$ cat src/rtl/sum_uart_reporter.sv
// Captures two operands from data_input on save strobes, adds them, and reports
// the sum as uppercase ASCII hex plus CR LF over an 8N1 UART. Define
// SUM_ECHO_OPERANDS_EN to send "A+B=SUM" CR LF instead of the sum alone.
module sum_uart_reporter #(
  parameter int DATA_W       = 4,
  parameter int CLKS_PER_BIT = 434
) (
  input  logic              clk,
  input  logic              reset,
  input  logic              save_a_n,
  input  logic              save_b_n,
  input  logic [DATA_W-1:0] data_input,
  output logic              uart_txd,
  output logic              uart_tx_busy,
  output logic [DATA_W:0]   sum,
  output logic              frame_done
);

  localparam int NDIG = (DATA_W + 4) / 4;
  localparam int NOPD = (DATA_W + 3) / 4;
`ifdef SUM_ECHO_OPERANDS_EN
  localparam int SUM_OFS = 2 * NOPD + 2;
`else
  localparam int SUM_OFS = 0;
`endif
  localparam int NBYTES = SUM_OFS + NDIG + 2;
  localparam int BAUD_W = (CLKS_PER_BIT > 1) ? $clog2(CLKS_PER_BIT) : 1;

  typedef enum logic [2:0] {IDLE, LOAD, START, SHIFT, DONE} state_t;

  logic [1:0]        aSync_q, bSync_q;
  logic              aPrev_q, bPrev_q;
  logic [DATA_W-1:0] dataSync1_q, dataSync2_q;
  logic [DATA_W-1:0] a_q, b_q;
  logic [DATA_W:0]   sum_q, sum_d;
  logic              capA, capB, trigger;

  state_t            state_q, state_d;
  logic              pending_q, pending_d;
  logic [4:0]        byteIdx_q, byteIdx_d;
  logic [3:0]        bitCnt_q, bitCnt_d;
  logic [BAUD_W-1:0] baudCnt_q, baudCnt_d;
  logic [9:0]        shift_q, shift_d;
  logic [DATA_W:0]   frameSum_q, frameSum_d;
  logic [7:0]        curByte;
  logic [4*NDIG-1:0] sumPad;
`ifdef SUM_ECHO_OPERANDS_EN
  logic [DATA_W-1:0] frameA_q, frameA_d, frameB_q, frameB_d;
  logic [4*NOPD-1:0] opAPad, opBPad;
`endif

  function automatic logic [7:0] hexChar(input logic [3:0] nib);
    return (nib < 4'd10) ? (8'h30 + {4'h0, nib}) : (8'h37 + {4'h0, nib});
  endfunction

  // Strobe synchronisers idle high so leaving reset never looks like a falling edge.
  always_ff @(posedge clk) begin
    if (reset) begin
      aSync_q     <= 2'b11;
      bSync_q     <= 2'b11;
      aPrev_q     <= 1'b1;
      bPrev_q     <= 1'b1;
      dataSync1_q <= '0;
      dataSync2_q <= '0;
      a_q         <= '0;
      b_q         <= '0;
      sum_q       <= '0;
    end else begin
      aSync_q     <= {aSync_q[0], save_a_n};
      bSync_q     <= {bSync_q[0], save_b_n};
      aPrev_q     <= aSync_q[1];
      bPrev_q     <= bSync_q[1];
      dataSync1_q <= data_input;
      dataSync2_q <= dataSync1_q;
      if (capA) a_q <= dataSync2_q;
      if (capB) b_q <= dataSync2_q;
      sum_q       <= sum_d;
    end
  end

  assign capA    = aPrev_q & ~aSync_q[1];
  assign capB    = bPrev_q & ~bSync_q[1];
  assign trigger = capA | capB;
  assign sum_d   = {1'b0, a_q} + {1'b0, b_q};
  assign sum     = sum_q;

  always_ff @(posedge clk) begin
    if (reset) begin
      state_q    <= IDLE;
      pending_q  <= 1'b0;
      byteIdx_q  <= '0;
      bitCnt_q   <= '0;
      baudCnt_q  <= '0;
      shift_q    <= '1;
      frameSum_q <= '0;
`ifdef SUM_ECHO_OPERANDS_EN
      frameA_q   <= '0;
      frameB_q   <= '0;
`endif
    end else begin
      state_q    <= state_d;
      pending_q  <= pending_d;
      byteIdx_q  <= byteIdx_d;
      bitCnt_q   <= bitCnt_d;
      baudCnt_q  <= baudCnt_d;
      shift_q    <= shift_d;
      frameSum_q <= frameSum_d;
`ifdef SUM_ECHO_OPERANDS_EN
      frameA_q   <= frameA_d;
      frameB_q   <= frameB_d;
`endif
    end
  end

  // Character at the current byte index; anything past CR is the trailing LF.
  always_comb begin
    curByte = 8'h0A;
    sumPad  = '0;
    sumPad[DATA_W:0] = frameSum_q;
`ifdef SUM_ECHO_OPERANDS_EN
    opAPad = '0;
    opBPad = '0;
    opAPad[DATA_W-1:0] = frameA_q;
    opBPad[DATA_W-1:0] = frameB_q;
    for (int i = 0; i < NOPD; i++) begin
      if (byteIdx_q == 5'(i)) curByte = hexChar(opAPad[4*(NOPD-1-i) +: 4]);
      if (byteIdx_q == 5'(NOPD + 1 + i)) curByte = hexChar(opBPad[4*(NOPD-1-i) +: 4]);
    end
    if (byteIdx_q == 5'(NOPD)) curByte = 8'h2B;
    if (byteIdx_q == 5'(2 * NOPD + 1)) curByte = 8'h3D;
`endif
    for (int i = 0; i < NDIG; i++) begin
      if (byteIdx_q == 5'(SUM_OFS + i)) curByte = hexChar(sumPad[4*(NDIG-1-i) +: 4]);
    end
    if (byteIdx_q == 5'(SUM_OFS + NDIG)) curByte = 8'h0D;
  end

  // LOAD snapshots a_q + b_q directly, since sum_q lags the operands by a cycle.
  always_comb begin
    state_d      = state_q;
    pending_d    = pending_q;
    byteIdx_d    = byteIdx_q;
    bitCnt_d     = bitCnt_q;
    baudCnt_d    = baudCnt_q;
    shift_d      = shift_q;
    frameSum_d   = frameSum_q;
`ifdef SUM_ECHO_OPERANDS_EN
    frameA_d     = frameA_q;
    frameB_d     = frameB_q;
`endif
    frame_done   = 1'b0;
    uart_tx_busy = 1'b1;
    case (state_q)
      IDLE: begin
        uart_tx_busy = 1'b0;
        if (trigger) state_d = LOAD;
      end
      LOAD: begin
        if (trigger) pending_d = 1'b1;
        frameSum_d = sum_d;
`ifdef SUM_ECHO_OPERANDS_EN
        frameA_d   = a_q;
        frameB_d   = b_q;
`endif
        byteIdx_d  = '0;
        state_d    = START;
      end
      START: begin
        if (trigger) pending_d = 1'b1;
        shift_d   = {1'b1, curByte, 1'b0};
        bitCnt_d  = '0;
        baudCnt_d = '0;
        state_d   = SHIFT;
      end
      SHIFT: begin
        if (trigger) pending_d = 1'b1;
        if (baudCnt_q == BAUD_W'(CLKS_PER_BIT - 1)) begin
          baudCnt_d = '0;
          if (bitCnt_q == 4'd9) begin
            if (byteIdx_q == 5'(NBYTES - 1)) begin
              state_d = DONE;
            end else begin
              byteIdx_d = byteIdx_q + 5'd1;
              state_d   = START;
            end
          end else begin
            bitCnt_d = bitCnt_q + 4'd1;
            shift_d  = {1'b1, shift_q[9:1]};
          end
        end else begin
          baudCnt_d = baudCnt_q + BAUD_W'(1);
        end
      end
      DONE: begin
        frame_done = 1'b1;
        if (pending_q || trigger) begin
          pending_d = 1'b0;
          state_d   = LOAD;
        end else begin
          uart_tx_busy = 1'b0;
          state_d      = IDLE;
        end
      end
      default: state_d = IDLE;
    endcase
  end

  assign uart_txd = (state_q == SHIFT) ? shift_q[0] : 1'b1;

endmodule

$ cat config.mk
export PLATFORM = sky130hd
export DESIGN_NAME = sum_uart_reporter
export DESIGN_NICKNAME = d
export VERILOG_FILES = /design/src/rtl/sum_uart_reporter.sv
export SDC_FILE = /design/constraint.sdc
export NUM_CORES = 1
export LEC_CHECK = 0
export ABC_CLOCK_PERIOD_IN_PS = 4950
export CAP_MARGIN = 20
export CORE_MARGIN = 2
export CORE_UTILIZATION = 64
export DETAILED_ROUTE_END_ITERATION = 6
export PLACE_DENSITY = 0.84
export SYNTH_ARGS = -nofsm -noshare
export SYNTH_HDL_FRONTEND = slang
export SYNTH_SLANG_ARGS = --single-unit
$ cat constraint.sdc
create_clock -name clk -period 4.95 [get_ports clk]
set_input_delay 0.7425 -clock clk [delete_from_list [all_inputs] [get_ports clk]]
set_output_delay 0.7425 -clock clk [all_outputs]
set_load 0.1 [all_outputs]
# After elaboration in Yosys (flattened, before gate mapping)
# Index checks and enable logic that the tools add are counted.
[totals]
ram_bits = 0
register_bits = 64
out_inout_bits = 8
latch_bits = 0
inputBits = 8
rom_bits = 0
n_memories = 0
[classes]
magnitude_cmp = 1
n_eq_ne = 16
bitwise = 5
mul = 0
n_addsub = 7
n_reduce_logical = 11
div = 0
mux = 29
shift = 0
[ops]
columns = ["operator", "count"]
rows = [
  ["$mux 10", 2],
  ["$pmux 10 s2", 1],
  ["$pmux 9 s2", 1],
  ["$mux 8", 2],
  ["$mux 5", 3],
  ["$pmux 3 s5", 1],
  ["$add 6x4->7 const A", 2],
  ["$mux 7", 2],
  ["$mux 3", 4],
  ["$ne 2x2->1 const B", 6],
  ["$eq 5x2->1 const B", 2],
  ["$pmux 5 s2", 1],
  ["$add 9x1->9 const B", 1],
  ["$eq 9x9->1 const B", 1],
  ["$mux 9", 1],
  ["$reduce_and 3->1", 3],
  ["$mux 4", 2],
  ["$pmux 4 s2", 1],
  ["$add 6x1->7 const A", 1],
  ["$eq 3x2->1 const B", 2],
  ["$mux 1", 6],
  ["$reduce_bool 2->1", 3],
  ["$add 4x4->5", 1],
  ["$add 5x1->5 const B", 1],
  ["other kinds (16)", 19],
]

# Logic depth before layout (Yosys ltp)
# Gate-level depths: netlist of run 1.
[logic_depth]
word_depth = 6
depth_mapped = 7
mapped_depth_nobuf = 6

# Worst setup path before layout of run 1
# OpenSTA, ideal clock, no wires.
[synth_timing]
path_type = "flip-flop to output port"
startpoint = "reg bPrev_q"
endpoint = "out uart_tx_busy"
required_time_ns = 4.208
arrival_time_ns = 1.461
path_slack_ns = 2.747
path_stages_with_launch = 5
path_buffers = 1
cell_sequence = "dfxtp_1 -> nor2b_1 -> clkbuf_1 -> o31ai_1 -> nand2_1"
[synth_via]
elab_chain_len = 5
[synth_lines]
columns = ["element", "line_no", "source"]
rows = [
  ["start, declared", "32", "logic aPrev_q, bPrev_q;"],
  ["start signal, assigned", "72", "bPrev_q <= bSync_q[1];"],
  ["$and 1x1->1", "82", "assign capB = bPrev_q & ~bSync_q[1];"],
  ["$or 1x1->1", "83", "assign trigger = capA | capB;"],
  ["$logic_or 1x1->1", "196", "if (pending_q || trigger) begin"],
  ["$mux 1", "196", ""],
  ["$pmux 1 s2", "153", "case (state_q)"],
  ["end, declared", "14", "output logic uart_tx_busy,"],
]
# Every way passes these cells.

# Worst setup path after layout of run 1
# Ends and elaborated chain as after synthesis.

==> metrics, run 1 <==
hold path depth 1; maximum VDD drop about 0.29 mV; Fmax achieved around 300 MHz; first-pass GRT wire length 9690 um; initial DRC count about 130; initial antenna violation count 0; initial core utilization approximately two thirds; length in cells of the worst reg-to-reg path 4; vias in the first global route about 2200; Die Y a little over 70 um; outcome finished, final reports clean; gr ovfl total 0; CTS tree built; worst slew pin tran between 1 and 1.5 ns; H-tree levels 3; die area around 0.0052 mm^2; Worst slew margin between 30% and 40%; Post-Place Worst Slack 2.03 ns; pin count of the biggest net entering global routing 60; Port Buffers 15; Pwr Density approximately 360 mW/mm^2; n_diodes 0; clock-pin slew on the worst setup and hold paths roughly 0.070 ns; RSZ-0062 raised after global routing false; via count between 2000 and 2500; Crit path max-delay family buffers and inverters; worst hold path startpoint aSync_q[0]$_SDFF_PP1_; ratio of cells with drive above 1 in the final layout approximately a tenth; Final Hold Fails 0; commonest non-fill, non-tap cells in the layout dfxtp_1 (63), nand2_1 (33), nor2_1 (21), a21oi_1 (20), nor2b_1 (15); # Post-CTS Setup Buffers 0; die width between 70 and 80 um; ys flop type dfxtp_1; drt wl/cell 14.8 um; Skew-Pair Late Insertion Delay 0.34 ns; CP Capture Type primary output; CTS sink count between 60 and 70; CP Launch Type flip-flop; Seq/Total Area, Yosys around 42%; post-route ant nets 0; R2R setup slack between 2 and 3 ns; post-synth top area share a little over two fifths; Yosys reg bits 63; drt first pass iters 4; largest cells by area after synthesis dfxtp_1 (42%), ha_1 (5.5%), nand2_1 (4.2%); slowest CP cell clkdlybuf4s50_1; max-slew violation count 0; Post-CTS Hold Fix Bufs 0; Core Region roughly 0.0044 mm^2; r2r endpoint bitCnt_q[1]$_SDFFE_PP0P_; fillers ~320; Vias/cell about 6.1; residual DRC count 0; CTS Buffer Depth 2; synthesized instance count roughly 320; DRT Wirelength about 5700 um; yosys warns 0; Max Cap Viol 0; Hold Path Class flip-flop to flip-flop; clk root buf clkbuf_8; Rows 24; CTS resizes 0; DP HPWL 3770 um; average size of a mapped cell 9.29 um^2; crit path time final between 3 and 4 ns; crit path DAT about 2.5 ns; worst path bufs/invs 1; Setup TNS 0 ns; Layout area overhead 10.7%; worst setup margin 1.68 ns; number of enable flip-flop cells after synthesis 0; io pins 16; Clock Skew about 0.011 ns; Nets ~350; CP peak stage delay approximately 1.1 ns; fin crit share roughly two thirds; post-synthesis cell area ~0.003 mm^2; Lkg Pwr between 1 and 1.5 nW; Async SR Flop Fraction 0%; cts bufs inserted 9; final number of setup-violating endpoints 0; crit path kind flip-flop to primary output; Power Total roughly 1.2 mW; Post-Syn Nets between 300 and 400; worst r2r src state_q[1]$_SDFFE_PP0P_; Critical Path RT ~4.2 ns; crit-path max FO 8; GR Util All Layers roughly a quarter; commonest non-fill, non-tap cell in the layout dfxtp_1; worst path cell trace nor2b_1 -> o31ai_1 -> nand2_1 -> clkdlybuf4s50_1; worst-case hold path end point aSync_q[1]$_SDFF_PP1_; synth unique cells 60; routability cong. about 0.79; leading area contributor after synthesis dfxtp_1
-- power breakdown --
group	internal [mW]	leakage, nW	switching, mW	total, mW
Sequential	0.538	0.513	0.0274	0.565
Clock	0.233	0.0956	0.207	0.440
Combinational	0.0665	0.684	0.108	0.175
Total	0.837	1.29	0.343	1.18
-- state kept, by name, indices dropped and copies added, names as in the netlist --
register and count:
bPrev_q 1, bSync_q 2, dataSync2_q 4, a_q 4, sum 5, b_q 4, aPrev_q 1, frameSum_q 5
bitCnt_q 4, aSync_q 2, byteIdx_q 5, dataSync1_q 4, pending_q 1, baudCnt_q 9, state_q 3, shift_q 9
-- synth_stat cells (3+ instances only) --
library cell and count:
dfxtp_1 63, nand2_1 33, nor2_1 21, a21oi_1 20, nor2b_1 15, ha_1 13
clkbuf_1 12, a311oi_1 9, inv_1 9, o21ai_0 9, nand2b_1 8, nand3_1 8
mux2i_1 7, or2_2 7, buf_2 6, a21o_1 5, or3_1 5, a41oi_1 4
and2_1 4, nand4_1 4, o22a_1 4, a211o_1 3, a21boi_1 3, o21a_1 3
o31ai_1 3
-- through the flow --
stage          area, um^2  cells  util, %  hold WS, ns
5_1_grt              3300    384     74.8        0.459
2_1_floorplan        2980    321        -        0.389
6_report             3300    384     74.8        0.422
4_1_cts              3300    384     74.8        0.428
3_5_place_dp         3110    368     70.4        0.407
3_3_place_gp         3110    368     70.4        0.407
-- per-layer routing --
layer / GRT usage, % / share of wire [%] / wire, um
met1: 29.4 / 46 / 2630
met2: 40.0 / 49 / 2810
met3: 6.25 / 3.1 / 175
met4: 8.60 / 1.4 / 82
met5: 0 / 0 / 0
-- area by class of cell --
| cell class | instances | area (um^2) | share of cell area (%) |
|---|---|---|---|
| tap | 52 | 65.1 | 1.97 |
| multi-input combinational | 229 | 1600 | 48.5 |
| timing repair buffer | 15 | 145 | 4.39 |
| clock buffer | 9 | 124 | 3.75 |
| clock inverter | 7 | 72.6 | 2.20 |
| sequential | 63 | 1260 | 38.2 |
| inverter | 9 | 33.8 | 1.02 |
-- worst max-delay path by stage --
stage	startpoint	end	slack (ns)	cells after the start
floorplan	bPrev_q$_SDFF_PP1_	uart_tx_busy	2.75	4
global placement	bPrev_q$_SDFF_PP1_	uart_tx_busy	2.05	4
detailed placement	bPrev_q$_SDFF_PP1_	uart_tx_busy	2.03	4
CTS	bPrev_q$_SDFF_PP1_	uart_tx_busy	1.67	4
global route	bPrev_q$_SDFF_PP1_	uart_tx_busy	1.56	4
finish	bPrev_q$_SDFF_PP1_	uart_tx_busy	1.68	4
-- cell families (layout without fill, tap and decap cells) --
logic type	after synthesis	count (layout)	share of synthesized area, %
muxes	9	9	3.10
AOI/OAI and AO/OA	78	78	19.3
and+or+nand+nor	126	126	24.6
xor gates and xnor gates	2	2	0.587
DFF	63	63	42.3
buffers and inverters	29	40	4.03
adders and majority gates	14	14	6.12
(Power assumes the default switching activity.)
==> run 2, diff against run 1 <==
- ABC_CLOCK_PERIOD_IN_PS: 4950 -> 2880
- CORE_UTILIZATION: 64 -> 53
- PLACE_DENSITY: 0.84 -> 0.75
- clock period: 4.95 -> 2.88 ns (I/O delays scaled with it)
==> run 2 against run 1 <==
Net effect:
- critical path type unchanged
- first-iteration DRC count down 34%
- highest routed layer unchanged
- sequential share of layout area decreased by 0.50 points
- sequential power increased by 72%
- final area increased by 1.3%
- routed wire length increased by 2.8%
==> metrics, run 2 (same netlist as run 1, synthesis figures left out) <==
Post-Place Worst Slack 0.712 ns (-1.32 ns); crit-path max FO 11 (+3); crit path DAT 1.80 ns (-0.73 ns); initial DRC count 84 (-34%); fin crit share between 70 and 80%; Setup TNS 0 ns (unchanged); R2R setup slack 0.71 ns (-1.95 ns); Max Cap Viol 0 (unchanged); Skew-Pair Late Insertion Delay 0.34 ns (about the same); clock-pin slew on the worst setup and hold paths 0.07 ns (about the same); cts bufs inserted 9 (unchanged); Port Buffers 15 (unchanged); worst-case hold path end point bSync_q[1]$_SDFF_PP1_; die area 0.00624 mm^2 (+20%); worst r2r src baudCnt_q[1]$_SDFFE_PP0P_; CP Launch Type flip-flop; GR Util All Layers 20.9% (-2.8 points); first-pass GRT wire length 10100 um (+3.8%); outcome finished, final reports clean; Post-CTS Hold Fix Bufs 0 (unchanged); Die Y 79.0 um (+9.3%); worst setup margin 0.649 ns (-1.03 ns); Final Hold Fails 0 (unchanged); residual DRC count 0 (unchanged); CTS Buffer Depth 2 (unchanged); n_diodes 0 (unchanged); Clock Skew 0.00750 ns (-0.00396 ns); final number of setup-violating endpoints 0 (unchanged); H-tree levels 3 (unchanged); RSZ-0062 raised after global routing false; Largest regs baudCnt_q (9), shift_q (9); Hold Path Class flip-flop to flip-flop; DP HPWL 4000 um (+6.1%); Critical Path RT 2.45 ns (-1.76 ns); CP Capture Type primary output; maximum VDD drop 0.383 mV (+31%); Pwr Density 615 mW/mm^2 (+72%); post-route ant nets 0 (unchanged); die width 79.0 um (+9.3%); pin count of the biggest net entering global routing 34 (-43%); CTS resizes 0 (unchanged); commonest non-fill, non-tap cell in the layout dfxtp_1; Power Total 2.06 mW (+74%); routability cong. 0.780 (-0.67%); r2r endpoint shift_q[4]$_SDFFE_PP1P_; Core Region 0.00547 mm^2 (+24%); CTS tree built; crit path time final 2.23 ns; drt wl/cell 14.4 um (-3.2%); ratio of cells with drive above 1 in the final layout 13.1% (+3.2 points); commonest non-fill, non-tap cells in the layout dfxtp_1 (63), nand2_1 (33), nor2_1 (21), a21oi_1 (20), nor2b_1 (15); final core utilization 61.2% (-14 points); drt first pass iters 4 (unchanged); max-slew violation count 0 (unchanged); Worst slew margin 36.6% (+3.4 points); Layout area overhead 12.2%; initial core utilization 54.5% (-13 points); gr ovfl total 0 (unchanged); # Post-CTS Setup Buffers 0 (unchanged); Fmax achieved 448 MHz; Lkg Pwr 1.34 nW (+3.3%); vias in the first global route 2249 (+2.4%); crit path kind flip-flop to primary output; Vias/cell 5.70 (-6.8%); worst slew pin tran 0.938 ns (-0.0639 ns); via count 2326 (-0.94%); clk root buf clkbuf_8; worst hold path startpoint bSync_q[0]$_SDFF_PP1_; hold path depth 1 (unchanged); io pins 16 (unchanged); CTS sink count 63 (unchanged); Nets 354 (+1.4%); length in cells of the worst reg-to-reg path 6 (+2); Rows 27 (+13%); initial antenna violation count 0 (unchanged); DRT Wirelength 5860 um (+2.8%)
[run 2: cell type report]
class	count	area, um^2
Fill cell	501	2130
Multi-Input combinational cell	229	1600
Sequential cell	63	1260
Timing Repair Buffer	20	163
Clock buffer	12	155
Tap cell	72	90.1
Clock inverter	3	42.5
Inverter	9	33.8
[run 2: metrics by stage]
step | hold WS (ns) | instances | cell area, um^2
global route | 0.427 | 408 | 3350
CTS | 0.415 | 408 | 3350
floorplan | 0.389 | 321 | 2980
global placement | 0.401 | 393 | 3150
detailed placement | 0.400 | 393 | 3150
finish | 0.411 | 408 | 3350
[run 2: how the worst max path moves through the flow]
stage | startpoint | end | slack [ns] | cells past startpoint
CTS | state_q[2]$_SDFFE_PP0P_ | uart_txd | 0.65 | 3
global route | baudCnt_q[1]$_SDFFE_PP0P_ | shift_q[4]$_SDFFE_PP1P_ | 0.52 | 6
detailed placement | baudCnt_q[1]$_SDFFE_PP0P_ | shift_q[4]$_SDFFE_PP1P_ | 0.71 | 6
finish | state_q[2]$_SDFFE_PP0P_ | uart_txd | 0.65 | 3
floorplan | bPrev_q$_SDFF_PP1_ | uart_tx_busy | 0.99 | 4
global placement | baudCnt_q[1]$_SDFFE_PP0P_ | shift_q[4]$_SDFFE_PP1P_ | 0.80 | 6
[run 2: layer usage]
| metal | GRT usage, % | vias up | share of wire, % |
|---|---|---|---|
| li1 | - | 1183 | - |
| met1 | 24.7 | 1097 | 46 |
| met2 | 34.2 | 35 | 48 |
| met3 | 6.48 | 11 | 3.7 |
| met4 | 10.9 | 0 | 2.4 |
| met5 | 0 | - | 0 |
[run 2: worst max-delay path, cell delays in order (launching register included)]
cell	delay (ns)
dfxtp_1	0.42
nand3b_2	0.44
or2_2	0.37
buf_4	0.23
[run 2: where the power goes]
| part | internal (mW) | switching [mW] | total (mW) |
|---|---|---|---|
| Combinational | 0.119 | 0.189 | 0.308 |
| Clock | 0.441 | 0.338 | 0.779 |
| Sequential | 0.924 | 0.0460 | 0.970 |
